===== src/rtl/reset_seq_pkg.sv =====
// Shared types for the reset sequencer: FSM state encoding and helpers.
package reset_seq_pkg;

   localparam int unsigned STATE_W = 2;

   typedef enum logic [STATE_W-1:0] {
      HOLD    = STATE_W'(0),
      RELEASE = STATE_W'(1),
      RUN     = STATE_W'(2)
   } state_t;

   // Larger of two unsigned values; used to size the shared counter width.
   function automatic int unsigned max_u(input int unsigned a, input int unsigned b);
      return (a > b) ? a : b;
   endfunction

endpackage : reset_seq_pkg


===== src/rtl/reset_sequencer_if.sv =====
// Control/status bundle between the reset sequencer and its consumers.
//   locked_i       : clock source stable (level, active-high)
//   soft_reset_i   : restart request (level, active-high)
//   stage_reset_o  : per-domain resets, active-high, bit 0 released first
//   done_o         : all stages released
//   done_pulse_o   : one-cycle pulse when done_o rises
// slave is the sequencer side, master is the side driving requests.
interface reset_sequencer_if #(
   parameter int unsigned num_stages_p = 3
);
   logic                    locked_i;
   logic                    soft_reset_i;
   logic [num_stages_p-1:0] stage_reset_o;
   logic                    done_o;
   logic                    done_pulse_o;

   modport master (
      output locked_i,
      output soft_reset_i,
      input  stage_reset_o,
      input  done_o,
      input  done_pulse_o
   );

   modport slave (
      input  locked_i,
      input  soft_reset_i,
      output stage_reset_o,
      output done_o,
      output done_pulse_o
   );
endinterface : reset_sequencer_if


===== src/rtl/rst_counter.sv =====
// Up-counter with synchronous active-low reset, synchronous clear and enable.
//   clk_i     : clock
//   rst_n_i   : synchronous reset, active-low
//   clr_i     : synchronous clear (wins over enable)
//   en_i      : count enable
//   count_o   : current count
module rst_counter #(
   parameter int unsigned width_p = 4
) (
   input  logic               clk_i,
   input  logic               rst_n_i,
   input  logic               clr_i,
   input  logic               en_i,
   output logic [width_p-1:0] count_o
);

   always_ff @(posedge clk_i) begin
      if (!rst_n_i || clr_i) begin
         count_o <= '0;
      end else if (en_i) begin
         count_o <= count_o + width_p'(1);
      end
   end

endmodule : rst_counter


===== src/rtl/reset_sequencer.sv =====
// Ordered, stretched per-domain reset generator.
// Holds all domains in reset for stretch_cycles_p locked cycles, then
// releases stage bits in ascending order every stage_gap_p cycles.
// Loss of lock or a soft restart re-asserts every stage on the next edge.
//   clk_i      : clock
//   reset_n_i  : synchronous reset, active-low
//   bus        : reset_sequencer_if.slave (locked/soft in, stage/done out)
module reset_sequencer
   import reset_seq_pkg::*;
#(
   parameter int unsigned stretch_cycles_p = 16,
   parameter int unsigned num_stages_p     = 3,
   parameter int unsigned stage_gap_p      = 4
) (
   input  logic              clk_i,
   input  logic              reset_n_i,
   reset_sequencer_if.slave  bus
);

   localparam int unsigned CNT_W = $clog2(max_u(stretch_cycles_p, stage_gap_p) + 1);
   localparam int unsigned IDX_W = $clog2(num_stages_p + 1);

   state_t                  state_q, state_d;
   logic [num_stages_p-1:0] stage_q, stage_d;
   logic [IDX_W-1:0]        idx_q, idx_d;
   logic                    done_q, done_d;
   logic                    pulse_q, pulse_d;

   logic                    st_clr, st_en, gap_clr, gap_en;
   logic [CNT_W-1:0]        st_cnt, gap_cnt;
   logic                    count_ok;

   rst_counter #(.width_p(CNT_W)) u_stretch_cnt (
      .clk_i   (clk_i),
      .rst_n_i (reset_n_i),
      .clr_i   (st_clr),
      .en_i    (st_en),
      .count_o (st_cnt)
   );

   rst_counter #(.width_p(CNT_W)) u_gap_cnt (
      .clk_i   (clk_i),
      .rst_n_i (reset_n_i),
      .clr_i   (gap_clr),
      .en_i    (gap_en),
      .count_o (gap_cnt)
   );

   assign count_ok = bus.locked_i && !bus.soft_reset_i;

   // State and registered outputs
   always_ff @(posedge clk_i) begin
      if (!reset_n_i) begin
         state_q <= HOLD;
         stage_q <= '1;
         idx_q   <= '0;
         done_q  <= 1'b0;
         pulse_q <= 1'b0;
      end else begin
         state_q <= state_d;
         stage_q <= stage_d;
         idx_q   <= idx_d;
         done_q  <= done_d;
         pulse_q <= pulse_d;
      end
   end

   // Next state, next outputs and counter controls
   always_comb begin
      state_d = state_q;
      stage_d = stage_q;
      idx_d   = idx_q;
      done_d  = done_q;
      pulse_d = 1'b0;
      st_clr  = 1'b0;
      st_en   = 1'b0;
      gap_clr = 1'b0;
      gap_en  = 1'b0;

      case (state_q)
         HOLD: begin
            stage_d = '1;
            idx_d   = '0;
            done_d  = 1'b0;
            gap_clr = 1'b1;
            if (!count_ok) begin
               // Stretch restarts from zero rather than pausing
               st_clr = 1'b1;
            end else if (st_cnt == CNT_W'(stretch_cycles_p - 1)) begin
               st_clr     = 1'b1;
               stage_d[0] = 1'b0;
               if (num_stages_p == 1) begin
                  state_d = RUN;
                  done_d  = 1'b1;
                  pulse_d = 1'b1;
               end else begin
                  state_d = RELEASE;
                  idx_d   = IDX_W'(1);
               end
            end else begin
               st_en = 1'b1;
            end
         end

         RELEASE: begin
            st_clr = 1'b1;
            if (!count_ok) begin
               state_d = HOLD;
               stage_d = '1;
               idx_d   = '0;
               done_d  = 1'b0;
               gap_clr = 1'b1;
            end else if (gap_cnt == CNT_W'(stage_gap_p - 1)) begin
               gap_clr = 1'b1;
               // idx_q points at the lowest still-asserted stage
               for (int unsigned i = 0; i < num_stages_p; i++) begin
                  if (idx_q == IDX_W'(i)) begin
                     stage_d[i] = 1'b0;
                  end
               end
               if (idx_q == IDX_W'(num_stages_p - 1)) begin
                  state_d = RUN;
                  done_d  = 1'b1;
                  pulse_d = 1'b1;
               end else begin
                  idx_d = idx_q + IDX_W'(1);
               end
            end else begin
               gap_en = 1'b1;
            end
         end

         RUN: begin
            st_clr  = 1'b1;
            gap_clr = 1'b1;
            if (!count_ok) begin
               state_d = HOLD;
               stage_d = '1;
               idx_d   = '0;
               done_d  = 1'b0;
            end
         end

         default: begin
            state_d = HOLD;
            stage_d = '1;
            idx_d   = '0;
            done_d  = 1'b0;
            st_clr  = 1'b1;
            gap_clr = 1'b1;
         end
      endcase
   end

   assign bus.stage_reset_o = stage_q;
   assign bus.done_o        = done_q;
   assign bus.done_pulse_o  = pulse_q;

endmodule : reset_sequencer

===== src/flat_wrapper.sv =====
// flat-port wrapper written by rule: the top's interface ports become plain ports
module reset_sequencer_flat import reset_seq_pkg::*;
#(
   parameter int unsigned stretch_cycles_p = 16,
   parameter int unsigned num_stages_p     = 3,
   parameter int unsigned stage_gap_p      = 4
)
  (clk_i, reset_n_i, bus_locked_i, bus_soft_reset_i, bus_stage_reset_o, bus_done_o, bus_done_pulse_o);
  reset_sequencer_if #(.num_stages_p(num_stages_p)) bus_i ();
  input  logic clk_i;
  input  logic reset_n_i;
  input wire logic [$bits(bus_i.locked_i)-1:0] bus_locked_i;
  input wire logic [$bits(bus_i.soft_reset_i)-1:0] bus_soft_reset_i;
  output wire logic [$bits(bus_i.stage_reset_o)-1:0] bus_stage_reset_o;
  output wire logic [$bits(bus_i.done_o)-1:0] bus_done_o;
  output wire logic [$bits(bus_i.done_pulse_o)-1:0] bus_done_pulse_o;
  assign bus_i.locked_i = bus_locked_i;
  assign bus_i.soft_reset_i = bus_soft_reset_i;
  assign bus_stage_reset_o = bus_i.stage_reset_o;
  assign bus_done_o = bus_i.done_o;
  assign bus_done_pulse_o = bus_i.done_pulse_o;
  reset_sequencer #(.stretch_cycles_p(stretch_cycles_p), .num_stages_p(num_stages_p), .stage_gap_p(stage_gap_p)) u_core (.clk_i(clk_i), .reset_n_i(reset_n_i), .bus(bus_i));
endmodule

===== config.mk =====
export PLATFORM = sky130hd
export DESIGN_NAME = reset_sequencer_flat
export DESIGN_NICKNAME = d
export VERILOG_FILES = /design/src/rtl/reset_seq_pkg.sv /design/src/rtl/reset_sequencer_if.sv /design/src/rtl/rst_counter.sv /design/src/rtl/reset_sequencer.sv /design/src/flat_wrapper.sv
export SDC_FILE = /design/constraint.sdc
export NUM_CORES = 1
export LEC_CHECK = 0
export CAP_MARGIN = 20
export CORE_MARGIN = 3
export CORE_UTILIZATION = 49
export DETAILED_ROUTE_END_ITERATION = 8
export GPL_TIMING_DRIVEN = 1
export PLACE_DENSITY = 0.7
export SLEW_MARGIN = 10
export SYNTH_ARGS = -nofsm -noshare
export SYNTH_HDL_FRONTEND = slang
export SYNTH_SLANG_ARGS = --single-unit
export TNS_END_PERCENT = 5

===== constraint.sdc =====
create_clock -name clk_i -period 4.8 [get_ports clk_i]
set_clock_uncertainty 0.15 [all_clocks]
set_input_delay 0.48 -clock clk_i [delete_from_list [all_inputs] [get_ports clk_i]]
set_output_delay 0.48 -clock clk_i [all_outputs]
set_load 0.02 [all_outputs]

==> run metrics, run 1 <==
CTS tree=yes; synth unique cells=29; DRT antenna net count=0; Async SR Flop Fraction=0%; worst slew pin tran=581.4 ps; critical path class=reg -> reg; Worst R2R Start=u_core.u_stretch_cnt.count_o[0]; GPL Wtd Cong=0.7606; critical path startpoint category=flip-flop; H-tree depth=1; power share of the clock group=32.2%; Pwr Density=244.0 mW/mm2; top post-synthesis cells by count=dfxtp_1, nor2_1, ha_1, inv_1, nand3_1; drt first-iter violations=6; drt total wl=1.437 mm; largest net degree at the start of global routing=12; Synth Area per Inst=9.251 um2; Worst slew margin=61.14%; crit path from=u_core.u_stretch_cnt.count_o[0]; VDD IR max=0.1475 mV; fillers=148; latest clock arrival within the worst-skew pair=290 ps; Psw=48.51 uW; post-synthesis sequential area ratio=43.74%; sequential cell area=380.4 um2; root buffer cell=clkbuf_4; # diodes=0; Sequential Power Share=65.5%; number of vias per cell=5.087; utilization after layout=62.17%; postcts setup bufs=0; Clock Path Buffers=2; Die ar.=0.002316 mm2; FP Rows=14; WP data required=4840 ps; post_cts resized=0; fmax=516.7 MHz; multi-input logic area=455.4 um2; TritonCTS buffer count=3; All-Layer GR Usage=14.39%; RSZ-0062 raised after global routing=false; Routed WL per cell=11.40 um; final net count=114; first-pass GRT wire length=2.304 mm; Leak Pwr=0.3613 nW; Synth area leader=dfxtp_1; clk slew on worst S/H paths=100 ps; max-slew violations=0; CP arrival=1980 ps; initial antenna violation count=0; Die X-Extent=48.13 um; EDFF count, synth=0; switch share=20.06%; Critical Path End Type=flip-flop; Final min period=1935 ps; Final Cycle Share=40.32%; post-synthesis sequential element count=19; cts hold-fix bufs=0; crit path max fanout=3; share of the synthesized area in the top cell type=43.74%; max-cap viol count=0; vias=641; Yosys warnings=0; total grt overflow=0; top_reg_cell synth=dfxtp_1; clock sink count=19; Hold Path Class=reg -> reg; count of final hold-check violations=0; Synth Instances=94; syn nets=105; Initial Util=54.55%; status=finished, final reports clean; Pint=193.3 uW; drt drc=0; IO Port Bufs=8; IO Pins=9; Setup Viol. Count Final=0; hold path start=u_core.u_stretch_cnt.count_o[0]; setup TNS=0 ps; die height=48.13 um; share of cells above drive strength 1=5.882%; combinational share of power=2.3%; hpwl dp=1.066 mm; TritonRoute pass-1 iters=4; area delta synth->final=13.96%; synth top area cells=dfxtp_1, ha_1, nor2_1; vias in the first global route=579; post-synthesis cell area=869.6 um2; Core ar.=0.001594 mm2; cell with the most instances after synthesis=dfxtp_1
## power by group through the flow
stage	sequential, mW	clock [mW]	combinational [mW]
floorplan	0.162	0	0.00241
CTS	0.158	0.0817	0.00567
detailed placement	0.162	0	0.00560
global placement	0.162	0	0.00552
global route	0.158	0.0875	0.00605
finish	0.158	0.0779	0.00562
## final timing paths
kind,to,slack [ps],depth (start not counted)
max reg2reg,u_core.idx_q[0],2860,6
min reg2reg,u_core.u_stretch_cnt.count_o[0],310,1
max,u_core.idx_q[0],2860,6
min,u_core.u_stretch_cnt.count_o[0],310,1
## final cells by class
| cell class | instances | area share (%) |
|---|---|---|
| multi-input combinational | 66 | 45.96 |
| sequential | 19 | 38.38 |
| timing repair buffer | 8 | 8.081 |
| tap | 24 | 3.030 |
| clock buffer | 4 | 2.652 |
| inverter | 5 | 1.894 |
## cell families after synthesis
family | after synthesis | share of synthesized area (%)
AOI/OAI and AO/OA | 14 | 11.37
and+or+nand+nor | 39 | 24.89
xor gates and xnor gates | 6 | 6.044
buffers and inverters | 9 | 3.885
adders and majority gates | 7 | 10.07
DFF | 19 | 43.74
## metrics by stage
step	instance area (um2)	std cells	total power [mW]	hold slack, ps	setup WS [ps]
floorplan	869.6	94	0.1643	267.6	2938
global placement	964.7	122	0.1674	280.2	2910
CTS	991.0	126	0.2457	312.5	2847
finish	991.0	126	0.2418	307.0	2865
detailed placement	964.7	122	0.1675	294.6	2861
global route	991.0	126	0.2520	336.2	2767
## critical path, stage by stage (launching register included)
cell     delay (ps)
dfxtp_1         340
ha_1            220
and3_1          200
ha_1            220
o21ba_2         190
a211o_1         260
a32o_1          260
## routing by layer
metal	part of all wire [%]	track usage (%)
met4	1.9	6.452
met2	46	24.01
met1	48	16.89
met3	4.2	4.428
met5	0	0
## registers in the layout (all words and copies together), names as in the netlist
| register | cells |
|---|---|
| u_core.bus.done_pulse_o | 1 |
| u_core.bus.stage_reset_o | 3 |
| u_core.u_gap_cnt.count_o | 5 |
| u_core.u_stretch_cnt.count_o | 5 |
| u_core.idx_q | 2 |
| u_core.bus.done_o | 1 |
| u_core.state_q | 2 |
## cells in the final DEF (no fill, tap or decap), types with 3 or more instances in the layout
master and instances:
clkbuf_4 3, dfxtp_1 19, nand2_1 3, nor2_1 15
ha_1 7, nor2b_1 3, xnor2_1 3, nand3_1 5
xor2_1 3, o21ai_0 3, clkdlybuf4s50_1 8, and3_1 3
inv_1 5
Power figures use the tool's default switching activity.
==> run 2, diff against run 1 <==
--- a/config.mk
+++ b/config.mk
@@ -7,10 +7,10 @@
 export LEC_CHECK = 0
 export CAP_MARGIN = 20
 export CORE_MARGIN = 3
-export CORE_UTILIZATION = 49
+export CORE_UTILIZATION = 48
 export DETAILED_ROUTE_END_ITERATION = 8
 export GPL_TIMING_DRIVEN = 1
-export PLACE_DENSITY = 0.7
+export PLACE_DENSITY = 0.72
 export SLEW_MARGIN = 10
 export SYNTH_ARGS = -nofsm -noshare
 export SYNTH_HDL_FRONTEND = slang
==> constraint.sdc (replaced) <==
create_clock -name clk_i -period 1.6 [get_ports clk_i]
set_clock_uncertainty 0.15 [all_clocks]
set_input_delay 0.16 -clock clk_i [delete_from_list [all_inputs] [get_ports clk_i]]
set_output_delay 0.16 -clock clk_i [all_outputs]
set_load 0.02 [all_outputs]
==> run 2 against run 1 <==
  * The run now ends with setup timing left
  * Fmax up 14%
  * First-iteration DRC count up 67%
  * Routed wire length up 22%
  * Critical path type unchanged
  * Critical endpoint unchanged
  * Largest power group unchanged
==> run metrics, run 2 (synthesis results as in run 1) <==
status=complete, but fails checks; failing checks=setup timing; Final Cycle Share=106.3% (+66 points); Leak Pwr=0.4466 nW (+24%); Sequential Power Share=64.6% (-0.9 points); area delta synth->final=37.99%; total power=735.9 uW (+200%); TritonRoute pass-1 iters=4 (unchanged); CP arrival=1750 ps (-230 ps); Pint=579.2 uW (+200%); root buffer cell=clkbuf_4; Die X-Extent=48.57 um (+0.91%); die height=48.57 um (+0.91%); DRT antenna net count=0 (unchanged); combinational share of power=2.8% (+0.5 points); clk slew on worst S/H paths=110 ps (about the same); Final min period=1701 ps (-234.5 ps); max-cap viol count=0 (unchanged); commonest non-fill, non-tap cell in the layout=buf_4; latest clock arrival within the worst-skew pair=300 ps (about the same); Post-Layout Inst Area=0.001200 mm2 (+21%); FP Rows=14 (unchanged); switch share=21.29% (+1.2 points); Post-Place Worst Slack=-142.1 ps (-3003 ps); Die ar.=0.002359 mm2 (+1.8%); crit path max fanout=2 (-1); clock sink count=19 (unchanged); Psw=156.7 uW (+220%); fmax=588.0 MHz (+14%); power share of the clock group=32.6% (+0.4 points); Initial Util=53.96% (-0.59 points); critical path startpoint category=flip-flop; drt drc=0 (unchanged); fillers=140 (-5.4%); Fin Hold WS=353.3 ps (+46.30 ps); multi-input logic area=533.0 um2 (+17%); vias in the first global route=785 (+36%); largest net degree at the start of global routing=12 (unchanged); filler-free cell count of the finished design=142 (+13%); initial antenna violation count=0 (unchanged); WP data required=1650 ps (-3190 ps); commonest cells after routing, fill and taps aside=buf_4, dfxtp_1, nor2_1; Routed WL per cell=12.34 um (+8.2%); hpwl dp=1.356 mm (+27%); GPL Wtd Cong=0.7302 (-4.0%); final net count=130 (+14%); CTS tree=yes; utilization after layout=74.46% (+12 points); Core ar.=0.001612 mm2 (+1.1%); cts hold-fix bufs=0 (unchanged); setup TNS=-183.5 ps (-183.5 ps); drt total wl=1.752 mm (+22%); share of cells above drive strength 1=29.66% (+24 points); placed insts=137 (+12%); placed standard-cell area=0.001131 mm2 (+17%); total grt overflow=0 (unchanged); Hold Path Class=reg -> reg; sequential cell area=385.4 um2 (+1.3%); first-pass GRT wire length=3.270 mm (+42%); VDD IR max=0.5380 mV (+260%); critical path class=reg -> reg; max-slew violations=0 (unchanged); drt first-iter violations=10 (+4); RSZ-0062 raised after global routing=true; H-tree depth=1 (unchanged); Clock Path Buffers=2 (unchanged); IO Port Bufs=8 (unchanged); vias=745 (+16%); number of vias per cell=5.246 (+3.1%); All-Layer GR Usage=17.55% (+3.2 points); TritonCTS buffer count=3 (unchanged); Pwr Density=613.3 mW/mm2 (+150%); Critical Path End Type=flip-flop; count of final hold-check violations=0 (unchanged); Worst slew margin=77.07% (+16 points); # diodes=0 (unchanged); fin worst setup slack=-100.8 ps (-2966 ps); Setup Viol. Count Final=6 (+6); worst slew pin tran=342.5 ps (-238.9 ps); IO Pins=9 (unchanged)
==> run 2: cell types whose count changed in the layout (fill, tap and decap cells not counted), moves of 3 or more <==
cell | before | now
buf_4 | 0 | 16
ha_4 | 0 | 3
dfxtp_1 | 19 | 15
dfxtp_2 | 0 | 4
ha_1 | 7 | 3
==> run 2: power groups by stage <==
stage	Sequential [mW]	Clock [mW]	Combinational (mW)
4_1_cts	0.476	0.247	0.0209
3_5_place_dp	0.486	0	0.0205
2_1_floorplan	0.486	0	0.00753
5_1_grt	0.476	0.274	0.0233
6_report	0.476	0.240	0.0207
3_3_place_gp	0.486	0	0.0197
==> run 2: what timing repair did <==
action | 4_1_cts | 5_1_grt
resized for setup | 3 | 5
buffers inserted | 1 | 0
pin swaps | 6 | 3
endpoints found under the setup margin | 2 | 16
==> run 2: metal layers <==
layer	wire length [um]	part of all wire, %	up-vias	GRT usage [%]
li1	-	-	371	-
met1	765	44	352	19.47
met2	903	52	18	32.80
met3	58	3.3	4	3.067
met4	25	1.4	0	7.109
met5	0	0	-	0
==> run 2: worst max-delay path, stage by stage, from the launching register on <==
cell	delay, ps
dfxtp_2	350
ha_4	150
and3_4	180
ha_4	150
o21ba_4	180
a211o_1	220
a32o_1	220
==> run 2: layout make-up <==
| class | count | area share (%) |
|---|---|---|
| Tap cell | 24 | 2.503 |
| Timing Repair Buffer | 24 | 17.10 |
| Clock inverter | 1 | 0.4171 |
| Clock buffer | 3 | 1.877 |
| Multi-Input combinational cell | 66 | 44.42 |
| Sequential cell | 19 | 32.12 |
| Inverter | 5 | 1.564 |
==> run 2: path summary, 6_finish.rpt <==
| check | end | slack [ps] | startpoint | cells after the start |
|---|---|---|---|---|
| worst min register to register | u_core.bus.done_o | 350 | u_core.bus.done_o | 2 |
| worst max register to register | u_core.idx_q[0] | -100 | u_core.u_stretch_cnt.count_o[0] | 6 |
| worst max-delay path | u_core.idx_q[0] | -100 | u_core.u_stretch_cnt.count_o[0] | 6 |
| worst min-delay path | u_core.bus.done_o | 350 | u_core.bus.done_o | 2 |
